File: src/rtl/fwd_pkg.sv
// rtl/fwd_pkg.sv - shared types, source encodings and width helper for the forwarding scoreboard
package fwd_pkg;

    typedef struct packed {
        logic       valid;
        logic [4:0] wreg;
        logic [1:0] readyStage;
    } sbEntry_t;

    // Source codes: 0 = register file, 1..DEPTH = stage index + 1, DEPTH+1 = MEM override
    localparam int SRC_GPR = 0;

    function automatic int srcWidth(input int depth);
        return $clog2(depth + 2);
    endfunction

endpackage

File: src/rtl/fwd_lookup_port.sv
// rtl/fwd_lookup_port.sv - one operand port's priority match against the in-flight table
module fwd_lookup_port
    import fwd_pkg::*;
#(
    parameter int DEPTH  = 3,
    parameter int DATA_W = 32,
    parameter int SRC_W  = 3
) (
    input  sbEntry_t [DEPTH-1:0]        entries,
    input  logic     [DEPTH*DATA_W-1:0] stageResult,
    input  logic     [4:0]              reqReg,
    input  logic                        needNow,
    input  logic     [DATA_W-1:0]       gprData,
    output logic     [DATA_W-1:0]       fwdData,
    output logic     [SRC_W-1:0]        fwdSrc,
    output logic                        stallReq
);

    // Scan oldest to youngest so the youngest (lowest index) producer wins.
    always_comb begin
        fwdData  = gprData;
        fwdSrc   = SRC_W'(SRC_GPR);
        stallReq = 1'b0;
        for (int i = DEPTH - 1; i >= 0; i--) begin
            if (entries[i].valid && (entries[i].wreg == reqReg) && (reqReg != 5'd0)) begin
                fwdData  = stageResult[i*DATA_W +: DATA_W];
                fwdSrc   = SRC_W'(i + 1);
                stallReq = needNow && (i < int'(entries[i].readyStage));
            end
        end
    end

endmodule

File: src/rtl/forwarding_scoreboard.sv
// rtl/forwarding_scoreboard.sv - operand forwarding scoreboard with MDU interlock; optional FWD_MEM_OVERRIDE_EN
module forwarding_scoreboard
    import fwd_pkg::*;
#(
    parameter  int NUM_PORTS = 2,
    parameter  int DEPTH     = 3,
    parameter  int DATA_W    = 32,
    localparam int SRC_W     = srcWidth(DEPTH)
) (
    input  logic                          clock,
    input  logic                          reset,
    input  logic                          advance,
    input  logic                          issue_valid,
    input  logic [4:0]                    issue_wreg,
    input  logic [1:0]                    issue_ready_stage,
    input  logic                          flush,
    input  logic [DEPTH*DATA_W-1:0]       stage_result,
    input  logic [NUM_PORTS*5-1:0]        req_reg,
    input  logic [NUM_PORTS-1:0]          req_need_now,
    input  logic [NUM_PORTS*DATA_W-1:0]   gpr_data,
    input  logic                          mdu_start,
    input  logic [5:0]                    mdu_cycles,
    input  logic                          mdu_read,
`ifdef FWD_MEM_OVERRIDE_EN
    input  logic [NUM_PORTS-1:0]          mem_fwd_en,
    input  logic [NUM_PORTS*DATA_W-1:0]   mem_fwd_data,
`endif
    output logic [NUM_PORTS*DATA_W-1:0]   fwd_data,
    output logic [NUM_PORTS*SRC_W-1:0]    fwd_src,
    output logic                          stall,
    output logic                          mdu_busy
);

    sbEntry_t [DEPTH-1:0] entries;
    sbEntry_t             loadEntry;
    logic [5:0]           mduCount;
    logic [NUM_PORTS-1:0] portStall;

    // A stalled ID becomes a bubble even when the pipe advances.
    always_comb begin
        loadEntry.valid      = issue_valid && !stall && !flush && (issue_wreg != 5'd0);
        loadEntry.wreg       = issue_wreg;
        loadEntry.readyStage = issue_ready_stage;
    end

    always_ff @(posedge clock) begin
        if (reset) begin
            entries <= '0;
        end else if (advance) begin
            for (int i = DEPTH - 1; i > 0; i--) begin
                entries[i] <= entries[i-1];
            end
            entries[0] <= loadEntry;
        end
    end

    always_ff @(posedge clock) begin
        if (reset) begin
            mduCount <= 6'd0;
        end else if (mdu_start && (mdu_cycles != 6'd0)) begin
            mduCount <= mdu_cycles;
        end else if (mduCount != 6'd0) begin
            mduCount <= mduCount - 6'd1;
        end
    end

    assign mdu_busy = !reset && (mduCount != 6'd0);
    assign stall    = !reset && ((|portStall) || (mdu_busy && mdu_read));

    for (genvar p = 0; p < NUM_PORTS; p++) begin : gPort
        logic [DATA_W-1:0] lkData;
        logic [SRC_W-1:0]  lkSrc;
        logic              lkStall;
        logic [DATA_W-1:0] gprWord;

        assign gprWord = gpr_data[p*DATA_W +: DATA_W];

        fwd_lookup_port #(
            .DEPTH (DEPTH),
            .DATA_W(DATA_W),
            .SRC_W (SRC_W)
        ) uLookup (
            .entries    (entries),
            .stageResult(stage_result),
            .reqReg     (req_reg[p*5 +: 5]),
            .needNow    (req_need_now[p]),
            .gprData    (gprWord),
            .fwdData    (lkData),
            .fwdSrc     (lkSrc),
            .stallReq   (lkStall)
        );

`ifdef FWD_MEM_OVERRIDE_EN
        always_comb begin
            if (reset) begin
                fwd_data[p*DATA_W +: DATA_W] = gprWord;
                fwd_src[p*SRC_W +: SRC_W]    = SRC_W'(SRC_GPR);
                portStall[p]                 = 1'b0;
            end else if (mem_fwd_en[p]) begin
                fwd_data[p*DATA_W +: DATA_W] = mem_fwd_data[p*DATA_W +: DATA_W];
                fwd_src[p*SRC_W +: SRC_W]    = SRC_W'(DEPTH + 1);
                portStall[p]                 = 1'b0;
            end else begin
                fwd_data[p*DATA_W +: DATA_W] = lkData;
                fwd_src[p*SRC_W +: SRC_W]    = lkSrc;
                portStall[p]                 = lkStall;
            end
        end
`else
        always_comb begin
            if (reset) begin
                fwd_data[p*DATA_W +: DATA_W] = gprWord;
                fwd_src[p*SRC_W +: SRC_W]    = SRC_W'(SRC_GPR);
                portStall[p]                 = 1'b0;
            end else begin
                fwd_data[p*DATA_W +: DATA_W] = lkData;
                fwd_src[p*SRC_W +: SRC_W]    = lkSrc;
                portStall[p]                 = lkStall;
            end
        end
`endif
    end

endmodule

File: config.mk
export PLATFORM = sky130hd
export DESIGN_NAME = forwarding_scoreboard
export DESIGN_NICKNAME = d
export VERILOG_FILES = /design/src/rtl/fwd_pkg.sv /design/src/rtl/fwd_lookup_port.sv /design/src/rtl/forwarding_scoreboard.sv
export SDC_FILE = /design/constraint.sdc
export NUM_CORES = 1
export LEC_CHECK = 0
export CORE_AREA = 2 2 102 104
export DETAILED_ROUTE_END_ITERATION = 7
export DIE_AREA = 0 0 104 106
export DONT_BUFFER_PORTS = 1
export MAX_ROUTING_LAYER = met4
export PLACE_DENSITY_LB_ADDON = 0.08
export RECOVER_POWER = 100
export SLEW_MARGIN = 25
export SYNTH_ARGS = -nofsm -noshare
export SYNTH_HDL_FRONTEND = slang
export SYNTH_SLANG_ARGS = --single-unit
File: constraint.sdc
create_clock -name clock -period 2.29 [get_ports clock]
set_clock_uncertainty 0.2 [all_clocks]
set_input_delay 0.1145 -clock clock [delete_from_list [all_inputs] [get_ports clock]]
set_output_delay 0.1145 -clock clock [all_outputs]
set_load 0.005 [all_outputs]
# ---- Word-level counts from Yosys, hierarchy flattened
# Cells that the tools add are included.
dict set report classes {
  addsub 1
  magnitude_cmp 3
  eq_ne 6
  n_mux 26
  reduce_logical 36
}
# op n
set op_table {}
lappend op_table {{32-bit two-way mux} 8}
lappend op_table {{5-bit equality test} 6}
lappend op_table {{1-bit logical AND} 25}
lappend op_table {{5-bit nonzero test} 3}
lappend op_table {{2-bit two-way mux} 6}
lappend op_table {{6-bit two-way mux} 2}
lappend op_table {{6-bit nonzero test} 2}
lappend op_table {{1-bit two-way mux} 8}
lappend op_table {{3-bit two-way mux} 2}
lappend op_table {{6-bit by 1-bit subtractor with 6-bit output, second input constant} 1}
lappend op_table {{1-bit by 2-bit < comparator with 1-bit output, first input constant} 2}
lappend op_table {{1-bit logical NOT} 3}
lappend op_table {{2-bit < comparator, first input constant} 1}
lappend op_table {{2-bit nonzero test} 1}
lappend op_table {{2-bit OR reduction} 1}
lappend op_table {{1-bit logical OR} 1}
dict set report word_totals {
  regBits 30
  in_bits 192
  output_inout_bits 72
}

# ---- Logic depth before layout (Yosys ltp)
# Gate-level depths: netlist of run 1.
dict set report logic_depth {
  depth_word 14
  depth_mapped 9
}

# ---- Modules after synthesis
# A second synthesis of run 1 with hierarchy kept.
dict set report unflattened {
  hier_cells 718
  area_unflattened_um2 4986.0
}
# mod n_inst cells_per_inst area_per_inst_um2 seq_area_each_um2
set modules_own_cells {}
lappend modules_own_cells {fwd_lookup_port 2 258 1477.7 0.0}
lappend modules_own_cells {forwarding_scoreboard 1 202 2030.7 600.6}

# ---- Worst setup path after synthesis of run 1
# No wires, ideal clock.
dict set report synth_timing {
  path_kind {register -> output}
  from {register, netlist name entries[10]}
  to {output port fwd_data[0]}
  arrival_time_ns 1.962
  setup_slack_ns 0.014
  path_stages_with_launch 8
  n_path_buf 2
  cell_sequence {dfxtp_1 > xnor2_1 > nand3_1 > or4b_4 > buf_4 > buf_2 > a2111oi_0 > a221o_1}
}
dict set report synth_between {
  elab_chain_cells 6
}
# element line_no
set synth_lines {}
lappend synth_lines {{5-bit equality test} fwd_lookup_port.sv:25} ;# if (entries[i].valid && (entries[i].wreg == reqReg) && (reqReg != 5'd0)) begin
lappend synth_lines {{1-bit logical AND (2 in series)} fwd_lookup_port.sv:25}
lappend synth_lines {{32-bit two-way mux (2 in series)} fwd_lookup_port.sv:25}
lappend synth_lines {{32-bit two-way mux} forwarding_scoreboard.sv:111} ;# if (reset) begin
lappend synth_lines {{end: declaration} forwarding_scoreboard.sv:28} ;# output logic [NUM_PORTS*DATA_W-1:0] fwd_data,
# No other way between the ends.

# ---- Worst setup path in the final report of run 1
dict set report layout_timing {
  from {register, netlist name entries[14]}
  to {output port fwd_data[24]}
}
dict set report layout_between {
  elab_chain_cells 6
}
# element line_no
set layout_lines {}
lappend layout_lines {{5-bit equality test} fwd_lookup_port.sv:25}
lappend layout_lines {{1-bit logical AND (2 in series)} fwd_lookup_port.sv:25}
lappend layout_lines {{32-bit two-way mux (2 in series)} fwd_lookup_port.sv:25}
lappend layout_lines {{32-bit two-way mux} forwarding_scoreboard.sv:111}
# No other way between the ends.

==> impl_results.md, run 1 <==
- Failing checks: setup timing
- R2R Path Start: entries[14]
- Vias per Instance: 6.87
- Post-Place Cells: between 600 and 700
- #FFs+latches synth: 30
- Largest net degree at the start of global routing: 137
- Total grt overflow: 0
- CTS HTree Levels: 2
- Wirelength per Cell: 24.4 µm
- Max FO, Critical Path: 8
- HP Class: input pin to flip-flop
- Placed inst area: 0.00459 mm²
- Tcrit/Tclk final: 1.19
- Req. time, crit path: 1980 ps
- Nets: 808
- Row Count: 37
- Worst hold stages: 3
- Final worst slack: -431 ps
- Synth Area in Compound Gates: 0.324
- Post-synthesis mux area share: 0.129
- Unrepaired setup endpoints after global routing: yes
- Core Box Area: about 0.01 mm²
- Syn Inst Count: approximately 580
- CTS tree: yes
- Synth Flop Type: dfxtp_1
- Max Clk Rate: 0.368 GHz
- Setup slack, reg-to-reg: ~20 ps
- Clock Sinks: 30
- Yosys warning count: 0
- Most common cell after layout, fill and taps aside: nand2_1
- I/O pin count: 264
- Clk buf depth: 2
- WS Path Type: flip-flop to output pin
- Area share of the largest cell type after synthesis: 0.147
- Die ar.: 0.0110 mm²
- Die width: 104 µm
- Combinational family with the most area after synthesis: compound AO/OA/AOI/OAI gates
- Dominant cells by area after synthesis: a221o_1 15%, dfxtp_1 14%, mux2i_1 13%
- Antenna cells: 0
- Cell variety after synth: 50
- Simple-gate share of the synthesized area: 0.253
- Yosys top cell by area: a221o_1
- Final setup violation count: 69
- Crit path time final: between 2000 and 3000 ps
- Worst VDD drop: 396 µV
- CTS clock-pin slew for the worst setup and hold paths: 70 ps
- Routability Congestion: 0.931
- Initial antenna violation count: 0
- HP Start: req_need_now[1]
- Cts bufs inserted: 5
- First-pass GRT wire length: 26.3 mm
- WL final: 18.3 mm
- Synth Area in Adders: 0.00575
- CP Launch Type: flip-flop
- Mapped Area: 0.00435 mm²
- CTS root buf: clkbuf_8
- Util after Layout: 0.639
- Xor/xnor share of the synthesized area: 0.0704
- Pwr Density: 259 mW/mm²
- Leakage power: around 0.0024 µW
- Number of remaining DRC errors: 0
- RR Endpoint: entries[7]
- Initial DRC count: 519
- Max Cap Violations: 0
- EDFF count, synth: 0
- DP Wirelength: 11.4 mm
- Worst Reg-to-Reg Cells: 7
- Fin cells: 751
- Die H: around 110 µm
- Syn Area/Cell: between 7 and 8 µm²
- Via count: 5157
- Post-route cell area: 0.00639 mm²
- Max-slew violations: 0
- Overall global routing resource usage: 0.296
- Port Buf Inserts: 0
- Power, Total: 1660 µW
- Fillers: about 860
- Most frequent cells in the layout: 70 x nand2_1, 64 x a221o_1, 56 x mux2i_1
- WHS Endpoint: entries[7]
- Worst-margin pin slew: 769 ps
- Post-route ant nets: 0
- Rel. slew slack: 0.488
- Async SR Flop Fraction: 0
- Critical Path AT: between 2000 and 2500 ps
- Synth-to-Final Area Change: 46.8%
- TritonRoute pass-1 iters: 5
- Worst-Skew Late Latency: 280 ps
- Worst Setup Slack post-DPL: -114 ps
- Crit. End Element: output pin
- Initial Util: 0.435
- Hold Vio Cnt, Final: 0
- Share of cells above drive strength 1: 0.337
- Register area share after synthesis: 0.138
- Status: finished, violations left
- Number of global-route vias before repair: 5006
sequential cells by signal (all words and copies together), names as in the netlist:
name      cells
mduCount      6
entries      24
how the worst max path moves through the flow:
stage | startpoint | end | slack (ps) | cells after the start
floorplan | entries[10] | fwd_data[0] | 10 | 7
global placement | entries[13] | fwd_data[13] | -70 | 6
detailed placement | entries[13] | fwd_data[21] | -110 | 6
CTS | entries[13] | fwd_data[12] | -340 | 6
global route | entries[14] | fwd_data[24] | -510 | 6
finish | entries[14] | fwd_data[24] | -430 | 7
cell usage after synthesis (2+ instances only):
cell and count:
a2111oi_0 3, a2111oi_1 21, a2111oi_2 8, a21oi_1 5
a221o_1 64, a22oi_1 4, a311oi_1 33, and2_1 2
and3_1 4, buf_1 4, buf_12 3, buf_2 16
buf_4 3, clkbuf_1 37, dfxtp_1 30, ha_1 2
inv_1 5, mux2i_1 56, nand2_1 70, nand3_1 3
nand4_1 6, nor2_1 99, nor2b_1 33, nor3_1 3
o211ai_1 2, or3_1 2, or4_1 4, xnor2_1 28
xor2_1 7
cell families (layout without fill, tap and decap cells):
group           after synthesis  after routing
simple gates                238            239
compound gates              147            147
buf+inv                      69            104
mux                          56             56
xor+xnor                     35             35
flops                        30             30
fa+ha+maj                     2              2
other cells                   1              2
stage by stage:
step / hold slack, ps / setup TNS (ps)
after global routing: 42.8 / -30410
after detailed placement: 8.32 / -2760
after CTS: 26.3 / -19670
after floorplan: 50.5 / 0
after global placement: 9.34 / -1120
final: 24.3 / -25390
power by group:
part           internal, µW  switching, µW
combinational           347            268
clock                   241            221
sequential              549           28.8
total                  1140            518
repair_timing:
action / CTS / global route
hold endpoints to repair: 30 / 0
hold buffers: 30 / 0
endpoints found under the setup margin: 69 / 70
resized for setup: 83 / 121
cloned: 4 / 9
buffers inserted: 12 / 3
pin swaps: 3 / 9
final cells by class:
class,count,area [µm²],share of cell area
Tap cell,136,170,0.0266
Timing Repair Buffer,91,1140,0.178
Sequential cell,30,609,0.0954
Clock inverter,2,12.5,0.00196
Clock buffer,6,82.6,0.0129
Multi-Input combinational cell,481,4360,0.682
Inverter,5,18.8,0.00294
metal layers:
| layer | global-route usage | wire length (µm) | vias up |
|---|---|---|---|
| met5 | - | 0 | - |
| met4 | 0.111 | 643 | 0 |
| met3 | 0.0478 | 1240 | 66 |
| met2 | 0.507 | 9150 | 307 |
| met1 | 0.352 | 7310 | 2500 |
| li1 | - | - | 2284 |
critical path, stage by stage (launching register included):
cell and delay [ps]:
dfxtp_2 350, xnor2_2 180, nand3_2 170, or4b_4 690, buf_12 210, nor2_2 140, a2111oi_4 70, a221o_1 310
(Power assumes the default switching activity.)
==> run 2: changes to the inputs <==
--- a/config.mk
+++ b/config.mk
@@ -12,6 +12,7 @@
 export MAX_ROUTING_LAYER = met4
 export PLACE_DENSITY_LB_ADDON = 0.08
 export RECOVER_POWER = 100
+export SKIP_CTS_REPAIR_TIMING = 1
 export SLEW_MARGIN = 25
 export SYNTH_ARGS = -nofsm -noshare
 export SYNTH_HDL_FRONTEND = slang
==> impl_results.md, run 2 (same netlist as run 1, synthesis figures left out) <==
- Status: finished, violations left
- Failing checks: setup timing
- Die width: 104 µm (unchanged)
- Crit path time final: 2710 ps (-12.0 ps)
- Leakage power: 0.00234 µW (-3.6%)
- I/O pin count: 264 (unchanged)
- Synth-to-Final Area Change: 39.7%
- Number of global-route vias before repair: 4493 (-10%)
- Row Count: 37 (unchanged)
- Clk buf depth: 2 (unchanged)
- Max Clk Rate: 0.369 GHz (+0.44%)
- Fin cells: 743 (-1.1%)
- Post-route ant nets: 0 (unchanged)
- Seq pwr share: 0.355 (+0.006)
- Crit. End Element: output pin
- Die H: 106 µm (unchanged)
- Worst VDD drop: 395 µV (-0.26%)
- Rel. slew slack: 0.464 (-0.0239)
- Die ar.: 0.0110 mm² (unchanged)
- Via count: 5140 (-0.33%)
- DR WL met2: 8.99 mm (-1.7%)
- Max reg flops: 24 (unchanged)
- HP Class: input pin to flip-flop
- Post-Place Cells: 686 (unchanged)
- CP Launch Type: flip-flop
- Util after Layout: 0.608 (-0.0309)
- Max-slew violations: 0 (unchanged)
- Sum Neg Setup Slack: -22840 ps (+2550 ps)
- Clock Sinks: 30 (unchanged)
- Worst Reg-to-Reg Cells: 9 (+2)
- Max stage delay on crit path: 500 ps (-190 ps)
- Comb power frac: 0.365 (-0.006)
- Fillers: 900 (+4.8%)
- Power, Total: 1620 µW (-1.9%)
- Hold Vio Cnt, Final: 0 (unchanged)
- Switch Pwr: 503 µW (-2.8%)
- CTS HTree Levels: 2 (unchanged)
- Clock network power share: 0.280 (about the same)
- Buffers & Inverters on Critical Path: 3 (+2)
- CTS root buf: clkbuf_8
- R2R Path Start: entries[13]
- WL final: 18.2 mm (-0.57%)
- Initial DRC count: 501 (-3.5%)
- Number of remaining DRC errors: 0 (unchanged)
- Initial antenna violation count: 0 (unchanged)
- Initial Util: 0.435 (unchanged)
- Total grt overflow: 0 (unchanged)
- Max Cap Violations: 0 (unchanged)
- Worst hold stages: 4 (+1)
- Sw frac: 0.310 (-0.00287)
- Int Power: 1120 µW (-1.5%)
- Tcrit/Tclk final: 1.18 (-0.00524)
- Nets: 800 (-0.99%)
- Antenna cells: 0 (unchanged)
- Vias per Instance: 6.92 (+0.74%)
- Pwr Density: 267 mW/mm² (+3.1%)
- Worst-Skew Late Latency: 290 ps (about the same)
- Final setup violation count: 70 (+1.4%)
- Most flop-heavy register: entries
- Cts bufs inserted: 5 (unchanged)
- Max FO, Critical Path: 8 (unchanged)
- Wirelength per Cell: 24.5 µm (+0.50%)
- Final worst slack: -419 ps (+12.0 ps)
- Crit path max-delay family: simple AND/OR/NAND/NOR gates
- Routed wl met3: 1.50 mm (+21%)
- Unrepaired setup endpoints after global routing: yes
- Setup slack, reg-to-reg: -120 ps (-140 ps)
- Slowest CP cell: or4_4
- DP Wirelength: 11.4 mm (unchanged)
- Uppermost layer routed: met4
- CTS clock-pin slew for the worst setup and hold paths: 70 ps (about the same)
- Overall global routing resource usage: 0.265 (-0.0315)
- Worst-margin pin slew: 805 ps (+35.9 ps)
- First-pass GRT wire length: 23.5 mm (-11%)
- Core Box Area: 0.0100 mm² (unchanged)
- TritonRoute pass-1 iters: 5 (unchanged)
- Top flop regs: entries (24), mduCount (6)
- Critical Path AT: 2390 ps (-20 ps)
- Most frequent cells in the layout: 70 x nand2_1, 64 x a221o_1, 56 x mux2i_1
- Worst Setup Slack post-DPL: -114 ps (unchanged)
- WS Path Type: flip-flop to output pin
- WHS Endpoint: entries[7]
- M1 WL: 7.17 mm (-1.9%)
- RR Endpoint: entries[7]
- CTS tree: yes
- Share of cells above drive strength 1: 0.295 (-0.0417)
- Routability Congestion: 0.931 (unchanged)
- Largest net degree at the start of global routing: 167 (+22%)
- HP Start: req_need_now[0]
- Req. time, crit path: 1980 ps (about the same)
- Cell chain of the critical path: buf_4 -> xnor2_2 -> nand4_1 -> or4_4 -> buf_12 -> clkbuf_16 -> nor2_2 -> a311oi_1 -> a221o_1
- Most common cell after layout, fill and taps aside: nand2_1
- Port Buf Inserts: 0 (unchanged)
## run 2: layer usage
metal	up-vias	global-route usage
li1	2268	-
met1	2501	0.323
met2	317	0.445
met3	54	0.0386
met4	0	0.102
met5	-	-
## run 2: worst max path at each step
stage	startpoint	end	slack, ps	depth (start not counted)
floorplan	entries[10]	fwd_data[0]	10	7
global placement	entries[13]	fwd_data[13]	-70	6
detailed placement	entries[13]	fwd_data[21]	-110	6
CTS	entries[18]	fwd_data[21]	-430	7
global route	entries[13]	fwd_data[13]	-500	6
finish	entries[13]	fwd_data[57]	-420	9
## run 2: power groups by stage
stage | Combinational [µW] | Sequential [µW] | Clock (µW)
finish | 593 | 577 | 454
global route | 642 | 581 | 494
CTS | 452 | 577 | 470
detailed placement | 450 | 589 | 0
global placement | 442 | 588 | 0
floorplan | 422 | 582 | 0
## run 2: layout make-up
class                   count  area [µm²]  share of cell area
repair buffers             83        1030               0.170
multi-input cells         481        4160               0.683
clock inverters             2        12.5             0.00206
inverters                   5        18.8             0.00309
flip-flops and latches     30         607              0.0998
clock buffers               6        82.6              0.0136
well taps                 136         170              0.0280
## run 2: worst register-to-register path, cell delays in order (launching register included)
cell and delay (ps):
dfxtp_4 360, buf_4 150, xnor2_2 170, nand4_1 100
or4_4 500, buf_12 190, a311oi_2 230, o221ai_2 160
buf_4 160, o32ai_2 100
## run 2: metrics by stage
stage / area [µm²] / hold WS (ps)
after floorplan: 4360 / 50.5
after global placement: 4590 / 9.34
after detailed placement: 4590 / 8.32
after CTS: 4690 / -300
after global routing: 6080 / 93.2
final: 6080 / 96.5
==> run 3: changes to the inputs <==
--- a/config.mk
+++ b/config.mk
@@ -12,6 +12,7 @@
 export MAX_ROUTING_LAYER = met4
 export PLACE_DENSITY_LB_ADDON = 0.08
 export RECOVER_POWER = 100
+export SETUP_SLACK_MARGIN = 0.5
 export SKIP_CTS_REPAIR_TIMING = 1
 export SLEW_MARGIN = 25
 export SYNTH_ARGS = -nofsm -noshare
==> impl_results.md, run 3 (same netlist as run 1, synthesis figures left out) <==
- Initial antenna violation count: 1 (+1)
- Max FO, Critical Path: 7 (-1)
- Max Cap Violations: 0 (unchanged)
- Most flop-heavy register: entries
- Row Count: 37 (unchanged)
- CTS tree: yes
- Worst-margin pin slew: 787 ps (-17.7 ps)
- Unrepaired setup endpoints after global routing: yes
- RR Endpoint: entries[7]
- WL final: 18.3 mm (+0.55%)
- Leakage power: 0.00229 µW (-1.8%)
- Post-route ant nets: 0 (unchanged)
- Max Clk Rate: 0.374 GHz (+1.3%)
- Die ar.: 0.0110 mm² (unchanged)
- Setup crit end: fwd_data[26]
- Share of cells above drive strength 1: 0.369 (+0.0743)
- R2R Path Start: entries[13]
- CP startpoint: entries[10]
- Worst hold margin: -7.17 ps (-104 ps)
- WS Path Type: flip-flop to output pin
- Crit. End Element: output pin
- Tcrit/Tclk final: 1.17 (-0.0147)
- Clock Sinks: 30 (unchanged)
- Crit path time final: 2680 ps (-33.7 ps)
- Worst VDD drop: 456 µV (+15%)
- Vias per Instance: 6.87 (-0.76%)
- CTS HTree Levels: 2 (unchanged)
- Port Buf Inserts: 0 (unchanged)
- Worst Reg-to-Reg Cells: 7 (-2)
- Clk buf depth: 2 (unchanged)
- Status: finished, violations left
- Failing checks: hold timing, setup timing
- Wirelength per Cell: 24.7 µm (+0.83%)
- First-pass GRT wire length: 23.4 mm (-0.74%)
- Req. time, crit path: 1980 ps (about the same)
- Core Box Area: 0.0100 mm² (unchanged)
- Hold Vio Cnt, Final: 1 (+1)
- Synth-to-Final Area Change: 47.5%
- Fillers: 797 (-11%)
- Final setup violation count: 68 (-2.9%)
- Power, Total: 1630 µW (+0.10%)
- Cts bufs inserted: 5 (unchanged)
- Initial DRC count: 498 (-0.60%)
- HP Class: input pin to flip-flop
- Sum Neg Setup Slack: -20210 ps (+2630 ps)
- Rel. slew slack: 0.475 (+0.0118)
- Overall global routing resource usage: 0.265 (-0.000295)
- Total grt overflow: 0 (unchanged)
- Top flop regs: entries (24), mduCount (6)
- Die width: 104 µm (unchanged)
- Routability Congestion: 0.920 (-1.2%)
- DP Wirelength: 11.6 mm (+1.7%)
- Largest net degree at the start of global routing: 167 (unchanged)
- Worst-Skew Late Latency: 280 ps (about the same)
- Number of remaining DRC errors: 0 (unchanged)
- Most frequent cells in the layout: 70 x nand2_1, 64 x a221o_1, 40 x nor2_1
- FF/Latch Area: 617 µm² (+1.6%)
- Multi-input logic area: 0.00449 mm² (+8.1%)
- I/O pin count: 264 (unchanged)
- Setup slack, reg-to-reg: -60 ps (+60 ps)
- CTS clock-pin slew for the worst setup and hold paths: 70 ps (about the same)
- Via count: 5087 (-1.0%)
- CTS root buf: clkbuf_8
- Worst Setup Slack post-DPL: -131 ps (-16.8 ps)
- Final worst slack: -385 ps (+33.7 ps)
- Number of global-route vias before repair: 4410 (-1.8%)
- Die H: 106 µm (unchanged)
- Initial Util: 0.435 (unchanged)
- Pwr Density: 253 mW/mm² (-5.2%)
- CP Launch Type: flip-flop
- Max-slew violations: 0 (unchanged)
- Nets: 797 (-0.38%)
- Critical Path AT: 2360 ps (-30 ps)
- Most common cell after layout, fill and taps aside: nand2_1
- TritonRoute pass-1 iters: 6 (+1)
- Max reg flops: 24 (unchanged)
## run 3: changes by cell type in the layout (fill, tap and decap cells not counted), sizes merged
cell / previous run / this run
dlygate4sd3: 26 / 21
or4: 5 / 6
diode: 0 / 1
clkbuf: 16 / 17
## run 3: worst min path at each step
stage | from | slack, ps | cells after the start | endpoint
2_1_floorplan | mdu_cycles[1] | 50 | 2 | mduCount[1]
3_3_place_gp | reset | 1 | 1 | entries[22]
3_5_place_dp | reset | 0.2 | 1 | entries[14]
4_1_cts | reset | -300 | 1 | entries[14]
5_1_grt | issue_wreg[0] | 5 | 3 | entries[7]
6_report | issue_wreg[0] | -7 | 3 | entries[7]
## run 3: through the flow
step / instances / area, µm² / util / hold WS (ps)
finish: 741 / 6420 / 0.642 / -7.17
global route: 741 / 6420 / 0.642 / 5.14
CTS: 694 / 4940 / 0.494 / -301
detailed placement: 686 / 4850 / 0.485 / 0.172
global placement: 686 / 4850 / 0.485 / 1.48
floorplan: 579 / 4700 / - / 50.5
## run 3: final cells by class
| cell class | count | area share |
|---|---|---|
| clock inverter | 2 | 0.00195 |
| multi-input combinational | 482 | 0.699 |
| sequential | 30 | 0.0960 |
| timing repair buffer | 79 | 0.160 |
| tap | 136 | 0.0265 |
| inverter | 5 | 0.00292 |
| clock buffer | 6 | 0.0129 |
| antenna | 1 | 0.000390 |
## run 3: worst max-delay path: stages, from the launching register on
cell       delay [ps]
dfxtp_2           380
xnor2_2           120
nand3_2           130
or4b_4            670
buf_16            210
a2111oi_4         360
a221o_1           210
## run 3: per-layer routing
| metal | vias up | wire length, µm | global-route usage |
|---|---|---|---|
| li1 | 2268 | - | - |
| met1 | 2484 | 7140 | 0.312 |
| met2 | 292 | 9450 | 0.448 |
| met3 | 43 | 1280 | 0.0509 |
| met4 | 0 | 463 | 0.0994 |
| met5 | - | 0 | - |
## run 3: where the power goes
| part | leakage [µW] | switching, µW | internal (µW) |
|---|---|---|---|
| clock network | 0.0000472 | 209 | 241 |
| logic | 0.00200 | 268 | 329 |
| registers | 0.000250 | 29.4 | 548 |
| total | 0.00229 | 507 | 1120 |
